### src/rtl/activation_pkg.sv
// rtl/activation_pkg.sv - shared types and constants for the activation pipeline
package activation_pkg;

   typedef enum logic [2:0] {
      ACT_RELU    = 3'd0,
      ACT_TANH    = 3'd1,
      ACT_SIGMOID = 3'd2,
      ACT_NONE    = 3'd3,
      ACT_LEAKY   = 3'd4
   } act_type_e;

   // leaky ReLU negative slope is 1/8
   localparam int LEAKY_SHIFT = 3;

   // knots and offsets expressed as NUM/DEN fractions of ONE
   localparam int TANH_LO_NUM     = 1;
   localparam int TANH_LO_DEN     = 2;
   localparam int TANH_HI_NUM     = 3;
   localparam int TANH_HI_DEN     = 2;
   localparam int TANH_BIAS_NUM   = 1;
   localparam int TANH_BIAS_DEN   = 4;
   localparam int SIG_KNOT_NUM    = 2;
   localparam int SIG_KNOT_DEN    = 1;
   localparam int SIG_MID_NUM     = 1;
   localparam int SIG_MID_DEN     = 2;
   localparam int SIG_SLOPE_SHIFT = 2;

   function automatic int frac_of_one(input int one, input int num, input int den);
      return (one * num) / den;
   endfunction

endpackage

### src/rtl/act_lane.sv
// rtl/act_lane.sv - one-lane activation, requantise and saturate datapath
module act_lane
   import activation_pkg::*;
#(
   parameter int IN_W       = 16,
   parameter int IN_FRAC    = 8,
   parameter int OUT_W      = 8,
   parameter int OUT_FRAC   = 4,
   parameter int OUT_SIGNED = 1
) (
   input  logic             clk,
   input  logic             rst_n,
   input  logic             ld1,
   input  logic             ld2,
   input  logic [2:0]       act_type,
   input  logic             mask,
   input  logic [IN_W-1:0]  x,
   output logic [OUT_W-1:0] y,
   output logic             sat
);

   // two guard bits: one for |most-negative|, one for the rounding add
   localparam int A     = IN_W + 2;
   localparam int S     = IN_FRAC - OUT_FRAC;
   localparam int ONE_I = 1 << IN_FRAC;
   localparam int RND_I = (1 << S) >> 1;
   localparam int MAX_I = (OUT_SIGNED != 0) ? (1 << (OUT_W - 1)) - 1 : (1 << OUT_W) - 1;
   localparam int MIN_I = (OUT_SIGNED != 0) ? -(1 << (OUT_W - 1)) : 0;

   localparam logic signed [A-1:0] ONE       = A'(ONE_I);
   localparam logic signed [A-1:0] TANH_LO   = A'(frac_of_one(ONE_I, TANH_LO_NUM, TANH_LO_DEN));
   localparam logic signed [A-1:0] TANH_HI   = A'(frac_of_one(ONE_I, TANH_HI_NUM, TANH_HI_DEN));
   localparam logic signed [A-1:0] TANH_BIAS = A'(frac_of_one(ONE_I, TANH_BIAS_NUM, TANH_BIAS_DEN));
   localparam logic signed [A-1:0] SIG_HI    = A'(frac_of_one(ONE_I, SIG_KNOT_NUM, SIG_KNOT_DEN));
   localparam logic signed [A-1:0] SIG_MID   = A'(frac_of_one(ONE_I, SIG_MID_NUM, SIG_MID_DEN));
   localparam logic signed [A-1:0] RND       = A'(RND_I);
   localparam logic signed [A-1:0] MAX_V     = A'(MAX_I);
   localparam logic signed [A-1:0] MIN_V     = A'(MIN_I);

   logic signed [A-1:0] xs, ax, mag, f, s1_f, r;
   logic                neg, st;
   logic [OUT_W-1:0]    q;

   // S1 combinational: piecewise activation at full input precision
   always_comb begin
      xs  = {{2{x[IN_W-1]}}, x};
      neg = x[IN_W-1];
      ax  = neg ? -xs : xs;
      mag = TANH_BIAS + (ax >>> 1);
      f   = xs;
      case (act_type)
         ACT_RELU:  f = neg ? '0 : xs;
         ACT_LEAKY: f = neg ? (xs >>> LEAKY_SHIFT) : xs;
         ACT_TANH: begin
            if (ax < TANH_LO)      f = xs;
            else if (ax < TANH_HI) f = neg ? -mag : mag;
            else                   f = neg ? -ONE : ONE;
         end
         ACT_SIGMOID: begin
            if (xs >= SIG_HI)       f = ONE;
            else if (xs <= -SIG_HI) f = '0;
            else                    f = SIG_MID + (xs >>> SIG_SLOPE_SHIFT);
         end
         default:   f = xs;
      endcase
   end

   // S1 register holds the activation result of the beat in stage 1
   always_ff @(posedge clk or negedge rst_n) begin
      if (!rst_n)   s1_f <= '0;
      else if (ld1) s1_f <= f;
   end

   // S2 combinational: round half up, drop fraction bits, clamp to output range
   always_comb begin
      r  = (s1_f + RND) >>> S;
      st = 1'b0;
      q  = r[OUT_W-1:0];
      if (r > MAX_V) begin
         q  = MAX_V[OUT_W-1:0];
         st = 1'b1;
      end else if (r < MIN_V) begin
         q  = MIN_V[OUT_W-1:0];
         st = 1'b1;
      end
   end

   // S2 register: masked lanes emit zero and never report saturation
   always_ff @(posedge clk or negedge rst_n) begin
      if (!rst_n) begin
         y   <= '0;
         sat <= 1'b0;
      end else if (ld2) begin
         y   <= mask ? q : '0;
         sat <= mask & st;
      end
   end

endmodule

### src/rtl/activation_pipe.sv
// rtl/activation_pipe.sv - multi-lane two-stage activation pipeline with flow control
module activation_pipe
   import activation_pkg::*;
#(
   parameter int LANES      = 4,
   parameter int IN_W       = 16,
   parameter int IN_FRAC    = 8,
   parameter int OUT_W      = 8,
   parameter int OUT_FRAC   = 4,
   parameter int OUT_SIGNED = 1,
   parameter int CNT_W      = 16
) (
   input  logic                   clk,
   input  logic                   rst_n,
   input  logic [2:0]             act_type,
   input  logic [LANES-1:0]       lane_mask,
   input  logic                   in_valid,
   output logic                   in_ready,
   input  logic [LANES*IN_W-1:0]  in_data,
   output logic                   out_valid,
   input  logic                   out_ready,
   output logic [LANES*OUT_W-1:0] out_data,
   output logic [LANES-1:0]       out_sat,
   input  logic                   sat_clr,
   output logic [CNT_W-1:0]       sat_count
);

   localparam int PW = $clog2(LANES + 1);

   logic             s1_valid, s2_valid, s2_free, s1_ld, s2_ld, fire;
   logic [LANES-1:0] s1_mask;
   logic [PW-1:0]    pop;
   logic [CNT_W:0]   sum;

   assign s2_free   = !s2_valid || out_ready;
   assign in_ready  = !s1_valid || s2_free;
   assign s1_ld     = in_valid && in_ready;
   assign s2_ld     = s1_valid && s2_free;
   assign out_valid = s2_valid;
   assign fire      = s2_valid && out_ready;

   // stage occupancy; the mask rides with the beat, the type is consumed in S1
   always_ff @(posedge clk or negedge rst_n) begin
      if (!rst_n) begin
         s1_valid <= 1'b0;
         s2_valid <= 1'b0;
         s1_mask  <= '0;
      end else begin
         if (s1_ld)        s1_valid <= 1'b1;
         else if (s2_free) s1_valid <= 1'b0;
         if (s2_free)      s2_valid <= s1_valid;
         if (s1_ld)        s1_mask  <= lane_mask;
      end
   end

   for (genvar g = 0; g < LANES; g++) begin : g_lane
      act_lane #(
         .IN_W      (IN_W),
         .IN_FRAC   (IN_FRAC),
         .OUT_W     (OUT_W),
         .OUT_FRAC  (OUT_FRAC),
         .OUT_SIGNED(OUT_SIGNED)
      ) u_lane (
         .clk     (clk),
         .rst_n   (rst_n),
         .ld1     (s1_ld),
         .ld2     (s2_ld),
         .act_type(act_type),
         .mask    (s1_mask[g]),
         .x       (in_data[g*IN_W +: IN_W]),
         .y       (out_data[g*OUT_W +: OUT_W]),
         .sat     (out_sat[g])
      );
   end

   // number of saturated lanes in the beat currently at the output
   always_comb begin
      pop = '0;
      for (int i = 0; i < LANES; i++) pop = pop + PW'(out_sat[i]);
      sum = {1'b0, sat_count} + {{(CNT_W + 1 - PW){1'b0}}, pop};
   end

   // saturation event counter: clear wins, otherwise sticks at all-ones
   always_ff @(posedge clk or negedge rst_n) begin
      if (!rst_n)       sat_count <= '0;
      else if (sat_clr) sat_count <= '0;
      else if (fire)    sat_count <= sum[CNT_W] ? '1 : sum[CNT_W-1:0];
   end

endmodule
### config.mk
export PLATFORM = sky130hd
export DESIGN_NAME = activation_pipe
export DESIGN_NICKNAME = d
export VERILOG_FILES = /design/src/rtl/activation_pkg.sv /design/src/rtl/act_lane.sv /design/src/rtl/activation_pipe.sv
export SDC_FILE = /design/constraint.sdc
export NUM_CORES = 1
export LEC_CHECK = 0
export CORE_MARGIN = 2
export CORE_UTILIZATION = 30
export CTS_CLUSTER_DIAMETER = 40
export DETAILED_ROUTE_END_ITERATION = 7
export PLACE_DENSITY = 0.45
export SYNTH_ARGS = -nofsm -noshare
export SYNTH_HDL_FRONTEND = slang
export SYNTH_SLANG_ARGS = --single-unit
### constraint.sdc
create_clock -name clk -period 5.9 [get_ports clk]
set_input_delay 0.59 -clock clk [delete_from_list [all_inputs] [get_ports clk]]
set_output_delay 0.59 -clock clk [all_outputs]
set_load 0.005 [all_outputs]
==> flow_summary.json <==
{
  "status": "finished, final reports clean",
  "cts_tree": "yes",
  "via_count": 12340,
  "fin_util_pct": 35.98,
  "crit_buf_inv": 3,
  "synth_nets": 1682,
  "cpMaxStageDelayCell": "or4b_1",
  "post-route-drc-count": 0,
  "endpoint_kind": "flop",
  "synth-seq-cells": 118,
  "tightestPinTransition_ps": 1164,
  "wl_per_cell_um": 19.54,
  "setup-tns-final_ps": 0,
  "grt_max_degree": 64,
  "ys_async_sr_fraction_pct": 100.0,
  "grt_use_total_pct": 20.11,
  "wl_met3_um": 2328,
  "hold_buffers": 0,
  "synthFlopType": "dfrtp_1",
  "path_class": "in -> reg",
  "initial_core_util_pct": 30.57,
  "max_freq_mhz": 243.0,
  "min_period_over_period_pct": 69.76,
  "slew_headroom_pct": 22.22,
  "wl_met1_um": 21520,
  "skew_ps": 14.13,
  "die_area_um2": 41260,
  "synth_top_area_share_pct": 24.82,
  "yosys.area.top_type": "dfrtp_1",
  "irDropWorstVdd_v": 0.0001997,
  "dr_wl_met2_um": 17550,
  "grt_pass1_wl_um": 67070,
  "layout_min_cycle_time_ps": 4116,
  "rsz0062_at_grt": "no",
  "yosysSeqAreaShare_pct": 24.82,
  "clock-sinks": 118,
  "crit_family": "compound AO/OA/AOI/OAI gates",
  "drive_gt1_share_pct": 6.034,
  "cts_resized": 0,
  "cts_inserted_buffers": 17,
  "ys_top_cells_by_area": "dfrtp_1 25%, nand2_1 5.0%, nor2_1 5.0%, a21oi_1 4.7%, xnor2_1 3.5%",
  "clock_path_buffers": 2,
  "num_rows": 72,
  "cp-start-kind": "primary input",
  "maxCapViolCount": 0,
  "clk-insertion-delay-late_ps": 430,
  "gp_congestion": 0.8559,
  "cts_root_buf": "clkbuf_16",
  "ys_warn_count": 0,
  "p_leak_uw": 0.005137,
  "grt_pass1_vias": 11450,
  "p_clk_share_pct": 32.3,
  "synthCells": 1574,
  "clkTransAtPathRegs_ps": 60,
  "antenna_found_initial": 0,
  "seqPwrFrac_pct": 35.3,
  "switching_share_pct": 35.62,
  "synth_area_um2": 11900,
  "cp_data_arrival_time_ps": 4400,
  "drtAntennaViolNets": 0,
  "setup_viol": 0,
  "grt_overflow_total": 0,
  "areaGrowthSynthToFinish_pct": 17.69,
  "combPwrFrac_pct": 32.5,
  "crit_fanout": 7,
  "dp_hpwl_um": 30980,
  "drt-initial-drc-count": 999,
  "worstHoldPathType": "in -> async",
  "ioPinCount": 130,
  "switchingPower_uw": 1123,
  "cpPeakStageDelay_ps": 630,
  "highest_layer": "met4",
  "power.density_nw_per_um2": 225.1,
  "synth_area_per_cell_um2": 7.558,
  "nNetsFinal": 1720,
  "drt_pre_antenna_iters": 5,
  "antenna_cells": 0,
  "core_um2": 38920,
  "cts.htree.levels": 4,
  "io_buffers": 129,
  "yosysMostFrequentCell": "nand2_1",
  "synth-edff-count": 0,
  "final_max_slew_viol_count": 0,
  "final_hold_viol_count": 0,
  "rrSetupSlack_ps": 2470,
  "synthTopCellsByCount": "160 x nand2_1, 159 x nor2_1, 118 x dfrtp_1",
  "synth.distinct_cells": 102,
  "die_h_um": 203.1,
  "fp.dieW_um": 203.1,
  "routed_wl_um": 41840,
  "p_int_uw": 2029,
  "via_per_inst": 5.761,
  "crit_chain": "clkdlybuf4s50_1 > inv_1 > ha_1 > or4b_1 > o311a_1 > nor2_1 > inv_1 > ha_1 > xnor2_1 > xnor2_1 > nand3_1 > o41ai_1 > a21oi_1 > a21oi_1 > a31oi_1",
  "required_ps": 6180,
  "post-cts-setup-buffers": 0
}
==> worst reg2reg max path: stages, from the launching register on <==
cell	delay (ps)
dfrtp_1	440
fa_1	540
fa_1	200
inv_1	60
fa_1	450
nor3b_1	350
and3_1	280
nand3_1	150
or2_2	470
a21oi_1	180
nor2_1	50
nor3_1	170
==> layout make-up <==
cell class	instances	area [um2]
clock buffers	22	454.2
multi-input cells	1273	8208
clock inverters	9	103.9
inverters	54	202.7
well taps	518	648.1
repair buffers	148	1431
fillers	4158	24920
flip-flops and latches	118	2953
==> metrics by stage <==
step	setup slack [ps]	instances	hold slack (ps)	power, uW	instance area [um2]
floorplan	2387	1574	294.4	1713	11900
global placement	1536	2111	464.1	2140	13440
detailed placement	1441	2111	467.1	2146	13440
CTS	1863	2142	270.4	3175	14000
global route	1461	2142	293.2	3350	14000
finish	1784	2142	232.0	3152	14000
==> kinds of logic after synthesis <==
logic type      share of synthesized area (%)
buf+inv                                 6.195
mux                                     1.798
simple gates                            26.07
flops                                   24.82
compound gates                          30.78
fa+ha+maj                               3.555
xor+xnor                                6.773
==> worst paths after layout <==
check,from,to,cells after the start
worst max-delay path,in_data[1],g_lane[0].u_lane.s1_f[11]$_DFFE_PN0P_,15
worst min-delay path,rst_n,g_lane[0].u_lane.y[2]$_DFFE_PN0P_,1
worst max register to register,g_lane[0].u_lane.sat$_DFFE_PN0P_,sat_count[7]$_DFFE_PN0P_,11
worst min register to register,g_lane[0].u_lane.y[7]$_DFFE_PN0P_,g_lane[0].u_lane.y[7]$_DFFE_PN0P_,2
max in group asynchronous,rst_n,s1_mask[3]$_DFFE_PN0P_,2
min in group clk,g_lane[0].u_lane.y[7]$_DFFE_PN0P_,g_lane[0].u_lane.y[7]$_DFFE_PN0P_,2
==> per-layer routing <==
layer  track usage [%]  vias up
met4             3.936        0
li1                  -     5992
met2             29.29      367
met3             3.196       27
met5                 0        -
met1             31.00     5954
==> sequential cells by signal (all words and copies together), names as in the netlist <==
register / flops
g_lane.u_lane.s1_f: 60
g_lane.u_lane.sat: 4
g_lane.u_lane.y: 32
out_valid: 1
s1_mask: 4
s1_valid: 1
sat_count: 16
==> power groups by stage <==
| stage | Clock [uW] | Sequential (uW) | Combinational [uW] |
|---|---|---|---|
| 6_report | 1020 | 1110 | 1020 |
| 3_5_place_dp | 0 | 1130 | 1020 |
| 4_1_cts | 1040 | 1110 | 1020 |
| 3_3_place_gp | 0 | 1120 | 1020 |
| 5_1_grt | 1080 | 1140 | 1140 |
| 2_1_floorplan | 0 | 1070 | 647 |
==> placed cells by master, fill, tap and decap left out, drive strengths merged, types with 15 or more instances in the layout <==
cell type,instances
xor2,41
o21ai,87
clkbuf,22
clkdlybuf4s50,128
nor4,18
o22ai,28
nand2b,17
inv,52
mux2i,18
nor2,159
o31ai,19
a31oi,33
nand2,160
nand3,63
and3,18
nor3,45
or3,16
a211oi,35
dfrtp,118
buf,20
ha,29
a211o,15
nand4,27
xnor2,48
o211ai,41
a21oi,111
Note: power is estimated with default switching activity, not from simulation.
